## src/rtl/shift_pkg.sv

```systemverilog
// Shared constants and types for the shift arbiter: op codes, FSM encoding
// and a bit-reversal helper used by the datapath.
package shift_pkg;

    localparam int DATA_W  = 32;
    localparam int SHAMT_W = 5;

    localparam logic [1:0] OP_SLL  = 2'b00;
    localparam logic [1:0] OP_SRL  = 2'b01;
    localparam logic [1:0] OP_SRA  = 2'b10;
    localparam logic [1:0] OP_PASS = 2'b11;

    typedef enum logic [1:0] {
        ST_IDLE = 2'b00,
        ST_EXEC = 2'b01,
        ST_RESP = 2'b10
    } state_t;

    function automatic logic [DATA_W-1:0] bit_rev(input logic [DATA_W-1:0] v);
        logic [DATA_W-1:0] r;
        for (int i = 0; i < DATA_W; i++) begin
            r[i] = v[DATA_W-1-i];
        end
        return r;
    endfunction

endpackage

```

## src/rtl/barrel_shifter.sv

```systemverilog
// 32-bit five-stage logarithmic shifter. Left shifts reuse the right-shift
// network by reversing the operand on the way in and the result on the way out.
module barrel_shifter
    import shift_pkg::*;
(
    input  logic [DATA_W-1:0]  data_i,
    input  logic [SHAMT_W-1:0] shamt_i,
    input  logic [1:0]         op_i,
    output logic [DATA_W-1:0]  result_o
);

    logic [DATA_W-1:0]  stage [0:SHAMT_W];
    logic [DATA_W-1:0]  src;
    logic [SHAMT_W-1:0] amt;
    logic               fill;

    assign src  = (op_i == OP_SLL) ? bit_rev(data_i) : data_i;
    assign amt  = (op_i == OP_PASS) ? '0 : shamt_i;
    assign fill = (op_i == OP_SRA) & data_i[DATA_W-1];

    assign stage[0] = src;

    for (genvar k = 0; k < SHAMT_W; k++) begin : g_stage
        localparam int S = 1 << k;
        assign stage[k+1] = amt[k] ? {{S{fill}}, stage[k][DATA_W-1:S]} : stage[k];
    end

    assign result_o = (op_i == OP_SLL) ? bit_rev(stage[SHAMT_W]) : stage[SHAMT_W];

endmodule

```

## src/rtl/shift_arbiter.sv

```systemverilog
// Two-requester round-robin front end sharing one barrel shifter.
// One operation in flight at a time: IDLE (accept) -> EXEC (shift) -> RESP (hold result).
module shift_arbiter
    import shift_pkg::*;
#(
    parameter int FIRST_PRIO = 0
) (
    input  logic               clock,
    input  logic               reset_n,
    input  logic [1:0]         req_valid,
    output logic [1:0]         req_ready,
    input  logic [DATA_W-1:0]  req0_data,
    input  logic [DATA_W-1:0]  req1_data,
    input  logic [SHAMT_W-1:0] req0_shamt,
    input  logic [SHAMT_W-1:0] req1_shamt,
    input  logic [1:0]         req0_op,
    input  logic [1:0]         req1_op,
    output logic [1:0]         rsp_valid,
    input  logic [1:0]         rsp_ready,
    output logic [DATA_W-1:0]  rsp_data,
    output logic               busy,
    output logic [1:0]         dbg_state_o
);

    // last_q holds the previous grant; resetting it to the other requester
    // makes FIRST_PRIO win the first tie.
    localparam logic LAST_RST = (FIRST_PRIO == 0) ? 1'b1 : 1'b0;

    state_t             state_q;
    logic               active_q;
    logic               last_q;
    logic               grant_q;
    logic [DATA_W-1:0]  data_q;
    logic [SHAMT_W-1:0] shamt_q;
    logic [1:0]         op_q;
    logic [DATA_W-1:0]  rsp_data_q;
    logic [1:0]         rsp_valid_q;

    logic [1:0]         grant;
    logic               accept;
    logic               accept_idx;
    logic [DATA_W-1:0]  shift_res;

    always_comb begin
        grant = 2'b00;
        case (req_valid)
            2'b01:   grant = 2'b01;
            2'b10:   grant = 2'b10;
            2'b11:   grant = last_q ? 2'b01 : 2'b10;
            default: grant = 2'b00;
        endcase
    end

    // active_q delays the first accept until one edge after reset release.
    assign req_ready  = (state_q == ST_IDLE && active_q) ? grant : 2'b00;
    assign accept     = |(req_valid & req_ready);
    assign accept_idx = req_ready[1];

    barrel_shifter u_shifter (
        .data_i   (data_q),
        .shamt_i  (shamt_q),
        .op_i     (op_q),
        .result_o (shift_res)
    );

    always_ff @(posedge clock or negedge reset_n) begin
        if (!reset_n) begin
            state_q     <= ST_IDLE;
            active_q    <= 1'b0;
            last_q      <= LAST_RST;
            grant_q     <= 1'b0;
            data_q      <= '0;
            shamt_q     <= '0;
            op_q        <= OP_SLL;
            rsp_data_q  <= '0;
            rsp_valid_q <= 2'b00;
        end else begin
            active_q <= 1'b1;
            case (state_q)
                ST_IDLE: begin
                    if (accept) begin
                        grant_q <= accept_idx;
                        last_q  <= accept_idx;
                        data_q  <= accept_idx ? req1_data  : req0_data;
                        shamt_q <= accept_idx ? req1_shamt : req0_shamt;
                        op_q    <= accept_idx ? req1_op    : req0_op;
                        state_q <= ST_EXEC;
                    end
                end
                ST_EXEC: begin
                    rsp_data_q  <= shift_res;
                    rsp_valid_q <= grant_q ? 2'b10 : 2'b01;
                    state_q     <= ST_RESP;
                end
                ST_RESP: begin
                    if (rsp_ready[grant_q]) begin
                        rsp_valid_q <= 2'b00;
                        state_q     <= ST_IDLE;
                    end
                end
                default: begin
                    rsp_valid_q <= 2'b00;
                    state_q     <= ST_IDLE;
                end
            endcase
        end
    end

    assign rsp_valid   = rsp_valid_q;
    assign rsp_data    = rsp_data_q;
    assign busy        = (state_q != ST_IDLE);
    assign dbg_state_o = state_q;

endmodule

```

## config.mk

```make
export PLATFORM = sky130hd
export DESIGN_NAME = shift_arbiter
export DESIGN_NICKNAME = d
export VERILOG_FILES = /design/src/rtl/shift_pkg.sv /design/src/rtl/barrel_shifter.sv /design/src/rtl/shift_arbiter.sv
export SDC_FILE = /design/constraint.sdc
export NUM_CORES = 1
export LEC_CHECK = 0
export ABC_CLOCK_PERIOD_IN_PS = 6920
export CORE_ASPECT_RATIO = 0.9
export CORE_MARGIN = 2
export CORE_UTILIZATION = 54
export DETAILED_ROUTE_END_ITERATION = 8
export GPL_ROUTABILITY_DRIVEN = 1
export GPL_TIMING_DRIVEN = 0
export PLACE_DENSITY = 0.81
export SKIP_CTS_REPAIR_TIMING = 1
export SYNTH_ARGS = -nofsm -noshare
export SYNTH_HDL_FRONTEND = slang
export SYNTH_HIERARCHICAL = 1
export SYNTH_SLANG_ARGS = --single-unit
```

## constraint.sdc

```tcl
create_clock -name clock -period 6.92 [get_ports clock]
set_input_delay 1.038 -clock clock [delete_from_list [all_inputs] [get_ports clock]]
set_output_delay 1.038 -clock clock [all_outputs]
set_load 0.02 [all_outputs]
```

==> impl_metrics.py, run 1 <==
metrics = {
    "setup_path": {
        "worstPathArrival_ps": 2810,
        "worstSetupStartpointType": "input pin",
        "path_cells": "clkdlybuf4s50_1 -> o21ai_2 -> buf_4 -> nor2_1 -> clkdlybuf4s50_1",
        "path_class": "in -> out",
        "path_common_cell": "clkdlybuf4s50_1",
        "r2r_setup_slack_ps": 3500,
        "cp_max_fo": 10,
        "critPathTopFamily": "buffers and inverters",
        "crit_path_end_kind": "output pin",
        "cp.required_ps": 5880,
        "crit_slowest_cell": "clkdlybuf4s50_1",
        "critPathMaxStageDelay_ps": 530,
        "path_buf_inv": 3,
    },
    "routing": {
        "drt_iter0_markers": 1694,
        "drc": 0,
        "num_vias": 8343,
        "drtAntennaViolNets": 0,
        "via_per_inst": 7.11,
        "first_pass_iters": 7,
        "wirelength_um": 29000,
        "detail_route.wl_per_cell_um": 24.7,
    },
    "clock_network": {
        "tritoncts": "done",
        "h-tree-depth": 3,
        "clockBufferDepth": 2,
        "cts_sinks": 78,
        "clk_latency_ps": 350,
        "cts_inserted_buffers": 9,
        "clkSlewWorstSetupHoldPaths_ps": 60,
        "ctsRootBufferMaster": "clkbuf_16",
    },
    "synth": {
        "syn_area_per_cell_sq_um": 8.36,
        "synth_adder_area_share": 0,
        "synth_ff_type": "dfrtp_1",
        "synth_top_family_by_area": "compound AO/OA/AOI/OAI gates",
        "synth_area_sq_mm": 0.00725,
        "ys_types": 90,
        "synth_warnings": 6,
        "synth_area_leaders": "dfrtp_1 (27%), mux2_2 (7.8%), o31ai_1 (4.7%)",
        "syn_nets": 951,
        "muxShareOfSynthArea": 0.128,
        "synth-edff-count": 0,
        "synth_compound_area_frac": 0.366,
        "syn_inst": 867,
        "synth-simple-area-share": 0.150,
        "ys_seq_elements": 78,
        "synth-async-reset-ratio": 1.00,
        "synth_top_area_frac": 0.266,
        "yosysTopAreaCell": "dfrtp_1",
        "synthXorXnorAreaFrac": 0.00345,
        "synth_seq_area_share": 0.269,
        "synthTopCellsByCount": "dfrtp_1 (77), nor2_1 (77), a21oi_1 (65)",
    },
    "placement": {
        "placed_cells": 1158,
        "dpl_worst_slack_ps": 3080,
        "gp_congestion": 1.06,
        "place_hpwl_um": 22300,
        "port_buffers": 122,
    },
    "timing": {
        "period_minus_slack_ps": 3850,
        "setup_tns_ps": 0,
        "fin_ws_ps": 3070,
        "fin_crit_sh": 0.557,
        "worst_pin_slew_ps": 963,
        "finalHoldViolCount": 0,
        "rsz0062_at_grt": "false",
        "drv_slew": 0,
        "relSlewSlack": 0.350,
        "finalSetupViolations": 0,
        "max_freq_mhz": 260,
        "fin_worst_skew_ps": 7.69,
    },
    "global_routing": {
        "antenna_found_initial": 0,
        "grt_remaining_overflow": 0,
        "grt_pass1_wl_um": 44100,
        "grt_max_degree": 77,
        "grt_pass1_vias": 7714,
        "grtUsageTotal": 0.398,
    },
    "layout": {
        "diodes": 0,
        "fin_cells": 1174,
        "drive_gt1_frac": 0.169,
        "area_delta_synth_final_pct": 24.5,
        "nets": 1085,
    },
    "run": {
        "drv_cap": 0,
    },
    "floorplan": {
        "num_rows": 40,
        "core_sq_mm": 0.0132,
        "die_x_um": 126,
        "start_util": 0.549,
        "io_pins": 123,
        "die_h_um": 114,
        "die_area_sq_mm": 0.0144,
    },
    "outcome": {
        "status": "complete, no violations",
    },
    "power_and_ir_drop": {
        "p_per_area_mw_per_mm2": 651,
        "p_total_mw": 5.87,
        "vdd_ir_drop_max_v": 0.000295,
        "cellLeakagePower_nw": 3.53,
    },
    "worst_hold_path": {
        "hold_class": "in -> async",
    },
}
==> report_power, final <==
| part | leakage, nW | switching, mW | internal [mW] |
|---|---|---|---|
| combinational | 2.41 | 2.70 | 1.66 |
| clock | 0.157 | 0.209 | 0.303 |
| sequential | 0.965 | 0.330 | 0.671 |
| total | 3.53 | 3.24 | 2.64 |
==> worst paths after layout <==
kind | start | to | depth (start not counted)
min | reset_n | data_q[4] | 1
min in group clock | rsp_data[12] | rsp_data[12] | 1
max | req_valid[0] | req_ready[0] | 5
max reg2reg | op_q[0] | rsp_data[31] | 11
min reg2reg | rsp_data[12] | rsp_data[12] | 1
max in group asynchronous | reset_n | rsp_data[17] | 2
==> cell usage in the layout (no fill, tap or decap), drive strengths merged, types with 4 or more instances in the layout <==
master,n
nor3,23
inv,13
or3b,6
nor2,79
mux2i,30
nand3,17
dfrtp,77
a31oi,8
a22oi,14
nand2,50
a21o,4
clkbuf,34
or2,5
a21boi,7
buf,67
nor4,5
a21oi,68
o32ai,16
o21bai,11
o21ai,90
o211ai,18
o22ai,24
o221ai,13
nand4,7
nand2b,6
o31ai,45
a21bo,4
a211oi,21
clkdlybuf4s50,121
a221o,4
mux2,52
nor2b,10
==> cell families after synthesis <==
logic type             after synthesis
AO/OA/AOI/OAI                      382
AND/OR/NAND/NOR                    221
flip-flops                          78
multiplexers                        84
other                                1
XOR/XNOR                             2
buffers and inverters               99
==> worst reg2reg max path, cell delays in order, from the launching register on <==
cell and delay (ps):
dfrtp_1 450, buf_6 210, buf_6 190, nand2_2 190, nand2_1 230, buf_1 530, o41ai_1 180, o22ai_1 420
o22ai_1 160, a211oi_1 320, o211ai_1 130, mux2_2 290
==> registers in the layout (all words and copies together), names as in the netlist <==
signal / flops
grant_q: 1
op_q: 2
rsp_data: 32
active_q: 1
rsp_valid: 2
last_q: 1
dbg_state_o: 2
data_q: 32
shamt_q: 5
==> area by class of cell <==
| class | instances | area (sq um) |
|---|---|---|
| Multi-Input combinational cell | 690 | 4700 |
| Fill cell | 1093 | 4190 |
| Sequential cell | 78 | 1950 |
| Timing Repair Buffer | 123 | 1250 |
| Buffer | 88 | 554 |
| Clock buffer | 11 | 253 |
| Tap cell | 168 | 210 |
| Clock inverter | 5 | 65.1 |
| Inverter | 11 | 41.3 |
==> routing by layer <==
metal / wire length, um / track usage
met5: 0 / 0
met3: 4380 / 0.156
met1: 11600 / 0.549
met2: 11600 / 0.556
met4: 1340 / 0.166
==> through the flow <==
| step | hold WS (ps) | cell area [sq um] | util |
|---|---|---|---|
| 2_1_floorplan | 459 | 7250 | - |
| 3_3_place_gp | 478 | 8680 | 0.657 |
| 3_5_place_dp | 496 | 8710 | 0.659 |
| 4_1_cts | 467 | 9020 | 0.683 |
| 5_1_grt | 466 | 9020 | 0.683 |
| 6_report | 475 | 9020 | 0.683 |
Power figures use the tool's default switching activity.
==> run 2: changes to the inputs <==
--- a/config.mk
+++ b/config.mk
@@ -5,7 +5,7 @@
 export SDC_FILE = /design/constraint.sdc
 export NUM_CORES = 1
 export LEC_CHECK = 0
-export ABC_CLOCK_PERIOD_IN_PS = 6920
+export ABC_CLOCK_PERIOD_IN_PS = 3600
 export CORE_ASPECT_RATIO = 0.9
 export CORE_MARGIN = 2
 export CORE_UTILIZATION = 54
==> constraint.sdc (replaced) <==
create_clock -name clock -period 3.6 [get_ports clock]
set_input_delay 0.54 -clock clock [delete_from_list [all_inputs] [get_ports clock]]
set_output_delay 0.54 -clock clock [all_outputs]
set_load 0.02 [all_outputs]
==> run 2 against run 1 <==
Compared with the run above:
- the flow now finishes with violations (DRC)
- first-iteration DRC count is 0.83% higher
- non-clock buffer count increased by 1
- count of clock-buffer cells in the layout unchanged
- cell count about the same
- critical path type is now reg -> reg
- routed wire length rose by 0.43%
- utilization grew 0.076 points
- global-route usage is the same
- sequential share of layout area hardly changed
==> impl_metrics.py, run 2 (same netlist as run 1, synthesis figures left out) <==
metrics = {
    "placement": {
        "placed_cells": 1158,
        "port_buffers": 122,
        "dpl_worst_slack_ps": 498,
        "gp_congestion": 1.06,
        "place_hpwl_um": 22300,
    },
    "global_routing": {
        "grtUsageTotal": 0.398,
        "grt_pass1_vias": 7714,
        "grt_max_degree": 77,
        "grt_pass1_wl_um": 44100,
        "grt_remaining_overflow": 0,
        "antenna_found_initial": 0,
    },
    "setup_path": {
        "r2r_setup_slack_ps": 260,
        "worstSetupStartpointType": "flop",
        "cp.required_ps": 3840,
        "ff2ff_path_depth": 11,
        "cp_max_fo": 10,
        "r2r_start": "op_q[0]",
        "crit_path_end_kind": "flop",
        "worstPathArrival_ps": 3580,
        "r2r-end": "rsp_data[31]",
        "path_class": "reg -> reg",
    },
    "timing": {
        "fin_crit_sh": 0.927,
        "relSlewSlack": 0.342,
        "rsz0062_at_grt": "false",
        "drv_slew": 0,
        "max_freq_mhz": 300,
        "finalHoldViolCount": 0,
        "fin_worst_skew_ps": 5.93,
        "setup_tns_ps": 0,
        "period_minus_slack_ps": 3340,
        "finalSetupViolations": 0,
        "worst_pin_slew_ps": 975,
        "fin_ws_ps": 262,
    },
    "clock_network": {
        "cts_inserted_buffers": 9,
        "clkSlewWorstSetupHoldPaths_ps": 60,
        "clockBufferDepth": 2,
        "ctsRootBufferMaster": "clkbuf_16",
        "cts_sinks": 78,
        "tritoncts": "done",
        "h-tree-depth": 3,
        "clk_latency_ps": 360,
    },
    "layout": {
        "seq_area_sq_mm": 0.00195,
        "area_delta_synth_final_pct": 24.6,
        "multi_input_area_sq_mm": 0.00470,
        "drive_gt1_frac": 0.169,
        "final_common_cell": "clkdlybuf4s50_1",
        "diodes": 0,
        "fillers": 1089,
        "finalCoreUtilization": 0.684,
        "layout.cells.most_common_list": "clkdlybuf4s50_1 (121), nor2_1 (77), dfrtp_1 (77)",
        "nets": 1086,
        "fin_cells": 1175,
    },
    "worst_hold_path": {
        "min_to": "rsp_data[12]",
        "hold_class": "reg -> reg",
        "hold_start": "rsp_data[12]",
        "hold_depth": 1,
    },
    "routing": {
        "first_pass_iters": 9,
        "wirelength_um": 29100,
        "via_per_inst": 7.10,
        "drt_iter0_markers": 1708,
        "drc": 1,
        "num_vias": 8339,
        "detail_route.wl_per_cell_um": 24.8,
        "drtAntennaViolNets": 0,
    },
    "floorplan": {
        "start_util": 0.549,
        "num_rows": 40,
        "die_x_um": 126,
        "die_area_sq_mm": 0.0144,
        "io_pins": 123,
        "core_sq_mm": 0.0132,
        "die_h_um": 114,
    },
    "outcome": {
        "status": "finished, violations left",
        "violations": "DRC",
    },
    "power_and_ir_drop": {
        "p_per_area_mw_per_mm2": 1250,
        "p_comb_frac": 0.742,
        "vdd_ir_drop_max_v": 0.000568,
        "p_sw_frac": 0.552,
        "power.internal_mw": 5.07,
        "p_clk_frac": 0.087,
        "switchingPower_mw": 6.24,
        "seq_power_share": 0.170,
        "cellLeakagePower_nw": 3.54,
    },
    "run": {
        "drv_cap": 0,
    },
}
run 2: changes by cell type in the layout (fill, tap and decap cells not counted):
cell           delta
dlygate4sd3_1     +1
run 2: worst max-delay path: stages (launching register included):
cell      delay, ps
dfrtp_1         440
buf_6           210
buf_6           190
nand2_2         180
nand2_1         230
buf_1           520
o41ai_1         180
o22ai_1         380
o22ai_1         150
a211oi_1        300
o211ai_1        120
mux2_2          290
run 2: through the flow:
stage | total power, mW | hold WS [ps] | area [sq um]
after detailed placement | 9.82 | 345 | 8710
after CTS | 10.8 | -30.6 | 9020
after global routing | 11.7 | 520 | 9030
after global placement | 9.79 | 478 | 8680
final | 11.3 | 504 | 9030
after floorplan | 7.17 | 244 | 7250
run 2: cell type report:
class / count / area share
Clock inverter: 5 / 0.00720
Buffer: 88 / 0.0614
Timing Repair Buffer: 124 / 0.139
Inverter: 11 / 0.00457
Tap cell: 168 / 0.0233
Clock buffer: 11 / 0.0280
Multi-Input combinational cell: 690 / 0.520
Sequential cell: 78 / 0.216
run 2: worst max path at each step:
stage                     startpoint      endpoint  slack, ps
final                        op_q[0]  rsp_data[31]        260
after global routing         op_q[0]  rsp_data[31]        170
after CTS                    op_q[0]  rsp_data[31]        470
after detailed placement     op_q[0]  rsp_data[31]        500
after global placement       reset_n  rsp_data[13]       -530
after floorplan           shamt_q[1]  rsp_data[31]       1180
run 2: per-layer routing:
layer | track usage | wire [um] | vias to the layer above
li1 | - | - | 3630
met1 | 0.549 | 11800 | 3890
met3 | 0.156 | 4200 | 131
met4 | 0.166 | 1410 | 0
met5 | 0 | 0 | -
met2 | 0.556 | 11700 | 688
run 2: power groups by stage:
stage	combinational [mW]	sequential, mW	clock, mW
after floorplan	5.31	1.87	0
after global placement	7.92	1.87	0
after detailed placement	7.93	1.89	0
after CTS	7.95	1.88	0.988
after global routing	8.72	1.95	1.02
final	8.39	1.92	0.989
==> run 3: changes to the inputs <==
--- a/config.mk
+++ b/config.mk
@@ -6,7 +6,7 @@
 export NUM_CORES = 1
 export LEC_CHECK = 0
 export ABC_CLOCK_PERIOD_IN_PS = 3600
-export CORE_ASPECT_RATIO = 0.9
+export CORE_ASPECT_RATIO = 1.25
 export CORE_MARGIN = 2
 export CORE_UTILIZATION = 54
 export DETAILED_ROUTE_END_ITERATION = 8
==> run 3 against run 2 <==
Compared with the run above:
- count of clock-buffer cells in the layout unchanged
- critical endpoint is now rsp_data[24]
- the run now ends clean
- maximum frequency decreased by 3.5%
- non-clock buffer count increased by 1
- largest cell class unchanged
- utilization increased by 0.22 points
- die area about the same
==> impl_metrics.py, run 3 (same netlist as run 1, synthesis figures left out) <==
metrics = {
    "outcome": {
        "status": "complete, no violations",
    },
    "placement": {
        "gp_congestion": 1.08,
        "place_hpwl_um": 24000,
        "port_buffers": 122,
    },
    "clock_network": {
        "h-tree-depth": 3,
        "ctsRootBufferMaster": "clkbuf_16",
        "cts_sinks": 78,
        "tritoncts": "done",
        "cts_inserted_buffers": 9,
        "clockBufferDepth": 2,
        "clkSlewWorstSetupHoldPaths_ps": 70,
        "clk_latency_ps": 350,
    },
    "routing": {
        "top_layer": "met4",
        "detail_route.wl_per_cell_um": 26.8,
        "wl_met1_um": 10500,
        "via_per_inst": 7.18,
        "num_vias": 8471,
        "first_pass_iters": 7,
        "drc": 0,
        "met3WireLength_um": 3070,
        "drtAntennaViolNets": 0,
        "wirelength_um": 31600,
        "drt_iter0_markers": 1191,
        "wl_met2_um": 14800,
    },
    "global_routing": {
        "grt_pass1_wl_um": 48900,
        "grt_remaining_overflow": 0,
        "antenna_found_initial": 1,
        "grtUsageTotal": 0.451,
        "grt_pass1_vias": 8327,
        "grt_max_degree": 41,
    },
    "timing": {
        "setup_tns_ps": 0,
        "finalSetupViolations": 0,
        "drv_slew": 0,
        "worst_pin_slew_ps": 1020,
        "rsz0062_at_grt": "false",
        "period_minus_slack_ps": 3460,
        "fin_crit_sh": 0.961,
        "fin_worst_skew_ps": 9.11,
        "whs_ps": 162,
        "max_freq_mhz": 289,
        "finalHoldViolCount": 0,
        "relSlewSlack": 0.316,
    },
    "setup_path": {
        "crit_path_end_kind": "flop",
        "critPathTopFamily": "compound AO/OA/AOI/OAI gates",
        "path_buf_inv": 2,
        "cp_max_fo": 10,
        "worstPathArrival_ps": 3690,
        "path_cells": "buf_6 -> or4_1 -> buf_2 -> o32ai_1 -> a31oi_1 -> a22oi_2 -> o21ai_1 -> a211oi_1 -> o211ai_1 -> mux2_2",
        "worstSetupStartpointType": "flop",
        "cp.required_ps": 3840,
        "critPathMaxStageDelay_ps": 540,
        "path_class": "reg -> reg",
        "crit_slowest_cell": "or4_1",
    },
    "floorplan": {
        "die_area_sq_mm": 0.0144,
        "start_util": 0.550,
        "io_pins": 123,
        "die_h_um": 134,
        "num_rows": 47,
        "die_x_um": 108,
        "core_sq_mm": 0.0132,
    },
    "layout": {
        "layout.cells.most_common_list": "clkdlybuf4s50_1 (121), nor2_1 (77), dfrtp_1 (77)",
        "nets": 1087,
        "diodes": 0,
        "final_common_cell": "clkdlybuf4s50_1",
        "area_delta_synth_final_pct": 24.6,
        "drive_gt1_frac": 0.174,
        "fillers": 1085,
    },
    "run": {
        "drv_cap": 0,
    },
    "worst_hold_path": {
        "hold_class": "in -> async",
    },
}
[run 3: cell count changes in the layout (fill, tap and decap cells not counted), moves of 2 or more]
cell	before	now
clkbuf_8	2	0
clkinv_2	0	2
buf_4	17	19
clkbuf_1	23	25
[run 3: worst paths after layout]
| check | startpoint | to | slack, ps | depth (start not counted) |
|---|---|---|---|---|
| worst max register to register | shamt_q[1] | rsp_data[24] | 140 | 10 |
| worst max-delay path | shamt_q[1] | rsp_data[24] | 140 | 10 |
| worst min-delay path | reset_n | rsp_data[16] | 160 | 1 |
| worst min register to register | rsp_data[30] | rsp_data[30] | 510 | 1 |
| max in group asynchronous | reset_n | last_q | 2780 | 2 |
| min in group clock | rsp_data[30] | rsp_data[30] | 510 | 1 |
[run 3: metrics by stage]
step,instances,utilization,instance area (sq um),worst slack [ps]
2_1_floorplan,867,-,7250,1180
3_3_place_gp,1160,0.659,8680,-658
3_5_place_dp,1161,0.661,8700,136
4_1_cts,1177,0.681,8970,91.0
5_1_grt,1179,0.686,9030,115
6_report,1179,0.686,9030,141
[run 3: layout make-up]
cell class / count / area [sq um] / area share
Buffer: 88 / 556 / 0.0615
Clock buffer: 11 / 233 / 0.0258
Clock inverter: 5 / 36.3 / 0.00402
Inverter: 11 / 41.3 / 0.00457
Multi-Input combinational cell: 690 / 4750 / 0.526
Sequential cell: 78 / 1950 / 0.216
Tap cell: 171 / 214 / 0.0237
Timing Repair Buffer: 125 / 1250 / 0.139
[run 3: per-layer routing]
metal	GRT usage	up-vias
met1	0.490	3946
met4	0.344	0
met5	0	-
met2	0.725	663
li1	-	3627
met3	0.142	235
Power of run 3 is left out: the tool's default activity adds up to more than one toggle a clock period on the data nets, which glitch-free logic cannot reach.
